## src/rtl/serial_addsub_if.sv

```systemverilog
// Operand/result bundle for the bit-serial adder/subtractor.
interface serial_addsub_if #(parameter int WIDTH = 8);
    logic             start;
    logic             mode;
    logic [WIDTH-1:0] a;
    logic [WIDTH-1:0] b;
    logic             busy;
    logic             done;
    logic [WIDTH-1:0] result;
    logic             carry_out;
    logic             overflow;

    modport master (
        output start, mode, a, b,
        input  busy, done, result, carry_out, overflow
    );

    modport slave (
        input  start, mode, a, b,
        output busy, done, result, carry_out, overflow
    );
endinterface

```

## src/rtl/serial_addsub.sv

```systemverilog
// Bit-serial two's complement adder/subtractor: one full-adder stage, LSB first,
// one bit per clock, result and flags registered on completion.
module serial_addsub #(
    parameter int WIDTH = 8
) (
    input  logic           clk,
    input  logic           rst_n,
    serial_addsub_if.slave bus
);
    localparam int IW = (WIDTH > 1) ? $clog2(WIDTH) : 1;
    localparam int CW = IW + 1;

    typedef enum logic [1:0] {IDLE, SHIFT, FINISH} state_t;

    state_t           state, state_nxt;
    logic [WIDTH-1:0] op_a, op_b;
    logic [WIDTH-2:0] sr;
    logic [WIDTH-1:0] sr_nxt;
    logic             carry;
    logic [CW-1:0]    cnt;
    logic [WIDTH-1:0] result;
    logic             carry_out, overflow;
    logic             busy, done, accept;
    logic             x, y, sum, carry_nxt, last;

    always_comb begin
        x         = op_a[cnt[IW-1:0]];
        y         = op_b[cnt[IW-1:0]];
        sum       = x ^ y ^ carry;
        carry_nxt = ((x ^ y) & carry) | (x & y);
        last      = (cnt == CW'(WIDTH - 1));
        sr_nxt    = {sum, sr};
    end

    always_ff @(posedge clk) begin
        if (!rst_n) state <= IDLE;
        else        state <= state_nxt;
    end

    always_comb begin
        state_nxt = state;
        busy      = 1'b0;
        done      = 1'b0;
        accept    = 1'b0;
        case (state)
            IDLE: begin
                if (bus.start) begin
                    accept    = 1'b1;
                    state_nxt = SHIFT;
                end
            end
            SHIFT: begin
                busy = 1'b1;
                if (last) state_nxt = FINISH;
            end
            FINISH: begin
                done = 1'b1;
                if (bus.start) begin
                    accept    = 1'b1;
                    state_nxt = SHIFT;
                end else begin
                    state_nxt = IDLE;
                end
            end
            default: state_nxt = IDLE;
        endcase
    end

    // Subtraction is a + ~b + 1: invert b on load and seed the carry with mode.
    always_ff @(posedge clk) begin
        if (!rst_n) begin
            op_a      <= '0;
            op_b      <= '0;
            sr        <= '0;
            carry     <= 1'b0;
            cnt       <= '0;
            result    <= '0;
            carry_out <= 1'b0;
            overflow  <= 1'b0;
        end else if (accept) begin
            op_a  <= bus.a;
            op_b  <= bus.b ^ {WIDTH{bus.mode}};
            carry <= bus.mode;
            cnt   <= '0;
        end else if (state == SHIFT) begin
            sr    <= sr_nxt[WIDTH-1:1];
            carry <= carry_nxt;
            cnt   <= cnt + CW'(1);
            if (last) begin
                result    <= sr_nxt;
                carry_out <= carry_nxt;
                // carry still holds the carry into the MSB here
                overflow  <= carry ^ carry_nxt;
            end
        end
    end

    assign bus.busy      = busy;
    assign bus.done      = done;
    assign bus.result    = result;
    assign bus.carry_out = carry_out;
    assign bus.overflow  = overflow;
endmodule

```

## src/flat_wrapper.sv

```systemverilog
// flat-port wrapper written by rule: the top's interface ports become plain ports
module serial_addsub_flat 
#(
    parameter int WIDTH = 8
)
  (clk, rst_n, bus_start, bus_mode, bus_a, bus_b, bus_busy, bus_done, bus_result, bus_carry_out, bus_overflow);
  serial_addsub_if #(.WIDTH(WIDTH)) bus_i ();
  input  logic clk;
  input  logic rst_n;
  input wire logic [$bits(bus_i.start)-1:0] bus_start;
  input wire logic [$bits(bus_i.mode)-1:0] bus_mode;
  input wire logic [$bits(bus_i.a)-1:0] bus_a;
  input wire logic [$bits(bus_i.b)-1:0] bus_b;
  output wire logic [$bits(bus_i.busy)-1:0] bus_busy;
  output wire logic [$bits(bus_i.done)-1:0] bus_done;
  output wire logic [$bits(bus_i.result)-1:0] bus_result;
  output wire logic [$bits(bus_i.carry_out)-1:0] bus_carry_out;
  output wire logic [$bits(bus_i.overflow)-1:0] bus_overflow;
  assign bus_i.start = bus_start;
  assign bus_i.mode = bus_mode;
  assign bus_i.a = bus_a;
  assign bus_i.b = bus_b;
  assign bus_busy = bus_i.busy;
  assign bus_done = bus_i.done;
  assign bus_result = bus_i.result;
  assign bus_carry_out = bus_i.carry_out;
  assign bus_overflow = bus_i.overflow;
  serial_addsub #(.WIDTH(WIDTH)) u_core (.clk(clk), .rst_n(rst_n), .bus(bus_i));
endmodule
```

## config.mk

```make
export PLATFORM = sky130hd
export DESIGN_NAME = serial_addsub_flat
export DESIGN_NICKNAME = d
export VERILOG_FILES = /design/src/rtl/serial_addsub_if.sv /design/src/rtl/serial_addsub.sv /design/src/flat_wrapper.sv
export SDC_FILE = /design/constraint.sdc
export NUM_CORES = 1
export LEC_CHECK = 0
export BUFFER_PORTS_ARGS = -buffer_cell sky130_fd_sc_hd__buf_2
export CORE_MARGIN = 1.5
export CORE_UTILIZATION = 49
export DETAILED_ROUTE_END_ITERATION = 8
export PLACE_DENSITY = 0.74
export SYNTH_ARGS = -nofsm -noshare
export SYNTH_HDL_FRONTEND = slang
export SYNTH_SLANG_ARGS = --single-unit
```

## constraint.sdc

```tcl
create_clock -name clk -period 2.32 [get_ports clk]
set_input_delay 0.464 -clock clk [delete_from_list [all_inputs] [get_ports clk]]
set_output_delay 0.464 -clock clk [all_outputs]
set_load 0.01 [all_outputs]
```

==> run_results.csv <==
group,metric,value,unit
synthesis,synth_fp_nets,210,
floorplan,ios,32,
detailed_routing,vias,1326,
power_and_ir_drop,p_clk_share,29.6,%
synthesis,synth-seq-area-share,44.9,%
detailed_routing,vias_per_cell,5.00,
detailed_routing,wl,3070,um
synthesis,ys_ff_latch,40,
synthesis,synth_edf_count,0,
synthesis,synth_area,0.00178,mm^2
detailed_routing,ant_nets,0,
cells_and_area,layout_commonest_cell,"nand2_1",
critical_path,worst_setup_path_start_kind,"flop",
power_and_ir_drop,total_power,1240,uW
cells_and_area,area_growth,14.4,%
clock_tree,cts_tree,"built",
cells_and_area,num-nets-final,240,
timing,rsz0062_at_grt,"no",
placement,place.gp.congestion,0.797,
status,outcome,"complete, no violations",
synthesis,avgSynthCellArea,9.48,um^2
timing,fin_skew,0.0125,ns
power_and_ir_drop,seqPwrFrac,58.8,%
timing,slew_viol_final,0,
global_routing,grt_pass1_vias,1280,
timing,finalCriticalPeriod,2.17,ns
clock_tree,clock_latency,0.35,ns
clock_tree,clock_sinks,40,
global_routing,antenna_found_initial,0,
detailed_routing,wl_per_cell,11.6,um
synthesis,synth_cells,188,
timing,maxSlewHeadroom,66.6,%
cells_and_area,final_cell_mix,"nand2_1, dfxtp_1, buf_2, a21boi_0",
cells_and_area,layout-drive-gt1-share,22.4,%
timing,hold_violations,0,
placement,dp_hpwl,2210,um
floorplan,start_util,52.2,%
global_routing,gr-total-overflow,0,
floorplan,core_area,0.00342,mm^2
clock_tree,postCtsSetupBuffers,0,
timing,setup_viol,0,
timing,tightest_slew,0.501,ns
timing,fin_crit_sh,93.5,%
global_routing,grt_pass1_wl,5670,um
power_and_ir_drop,vdd_drop_max,465,uV
floorplan,die_w,63.3,um
clock_tree,cts_buffer_depth,2,
power_and_ir_drop,pwr-share-comb,11.6,%
critical_path,path_max_fanout,5,
critical_path,criticalPathCategory,"reg -> reg",
detailed_routing,initialDrtViolationCount,35,
critical_path,crit_arrival,2.43,ns
power_and_ir_drop,switchingPower,312,uW
power_and_ir_drop,internal_power,932,uW
timing,clock.fmax,461,MHz
clock_tree,cts_buffers,5,
power_and_ir_drop,power_density,610,mW/mm^2
synthesis,yosys.cell_types.count,28,
synthesis,synth_flop_cell,"dfxtp_1",
floorplan,num_rows,21,
power_and_ir_drop,p_leak,0.000900,uW
clock_tree,root_buffer,"clkbuf_4",
critical_path,cp_data_required_time,2.58,ns
detailed_routing,dr.pass1.iters,5,
synthesis,synth_warnings,0,
critical_path,crit_path_end_kind,"flop",
detailed_routing,drc,0,
power_and_ir_drop,power_switching_share,25.1,%
timing,setup-tns-final,0,ns
floorplan,die_h,63.3,um
placement,port-buffer-count,31,
clock_tree,clkTransAtPathRegs,0.12,ns
global_routing,grt_max_degree,29,
global_routing,track_usage,17.8,%
job,cap_viol_max_count,0,
hold_path,hold_path.class,"in -> reg",
floorplan,dieArea,0.00401,mm^2
synthesis,async_flop_share,0,%
clock_tree,h-tree-depth,2,
cells_and_area,insertedDiodeCount,0,
[synthesized netlist by cell type (all sizes together), types with 2 or more instances]
master	number	area, um^2
nand2	59	221
dfxtp	40	801
a21boi	16	120
mux2i	10	100
xnor2	10	87.6
buf	9	53.8
o211a	9	90.1
clkbuf	6	22.5
mux4	4	105
nand3	3	15.0
and2	2	12.5
mux2	2	22.5
nand2b	2	12.5
nand3b	2	15.0
nor2	2	7.51
nor2b	2	12.5
[metrics by stage]
stage / std cells / setup slack [ns] / hold WS (ns) / utilization [%] / area [um^2]
after floorplan: 188 / 0.164 / 0.438 / - / 1780
after CTS: 265 / 0.0643 / 0.335 / 59.7 / 2040
after global placement: 257 / 0.134 / 0.441 / 57.7 / 1970
after detailed placement: 257 / 0.0759 / 0.444 / 57.7 / 1970
after global routing: 265 / 0.0535 / 0.344 / 59.7 / 2040
final: 265 / 0.151 / 0.355 / 59.7 / 2040
[power by group through the flow]
stage / Combinational [uW] / Clock [uW] / Sequential [uW]
after floorplan: 107 / 0 / 741
after global placement: 143 / 0 / 748
after detailed placement: 145 / 0 / 747
after CTS: 146 / 387 / 732
after global routing: 166 / 426 / 736
final: 144 / 368 / 731
[critical path, stage by stage (launching register included)]
cell and delay [ns]:
dfxtp_2 0.40, mux4_1 0.56, mux2_2 0.29, fa_1 0.45
xnor2_1 0.18, nand3_1 0.09, o211a_1 0.12
[cell families after synthesis]
kind of cell / share of synthesized area, %
AND/OR/NAND/NOR: 17.8
buffers and inverters: 4.49
XOR/XNOR: 5.40
flip-flops: 44.9
AO/OA/AOI/OAI: 12.8
adder cells (fa/ha/maj): 1.82
multiplexers: 12.8
[layer usage]
layer  global-route usage (%)  routed length (um)
met1                     23.6                1530
met2                     27.9                1350
met3                     5.36                 149
met4                     5.71                  44
met5                        0                   0
[area by class of cell]
class	count	area, um^2
fillers	327	1380
multi-input cells	132	902
flip-flops and latches	40	802
repair buffers	38	208
well taps	46	57.6
clock buffers	6	51.3
clock inverters	2	15.0
inverters	1	3.75
[flip-flops by register name (all words and copies together), names as in the netlist]
register              cells
u_core.cnt                4
u_core.op_b               8
u_core.sr                 7
u_core.carry              1
u_core.op_a               8
u_core.bus.carry_out      1
u_core.state              2
u_core.bus.result         8
u_core.bus.overflow       1
[repair_timing]
action / CTS / global route
setup endpoints to repair: 0 / 1
gates resized for setup: 0 / 1
hold buffers: 0 / 0
[path summary, 6_finish.rpt]
kind / start / end / slack, ns / cells after the start
worst max-delay path: u_core.cnt[1] / u_core.bus.overflow / 0.15 / 6
worst max register to register: u_core.cnt[1] / u_core.bus.overflow / 0.15 / 6
worst min-delay path: bus_a[3] / u_core.op_a[3] / 0.35 / 3
worst min register to register: u_core.bus.result[6] / u_core.bus.result[6] / 0.46 / 2
Note: power is estimated with default switching activity, not from simulation.
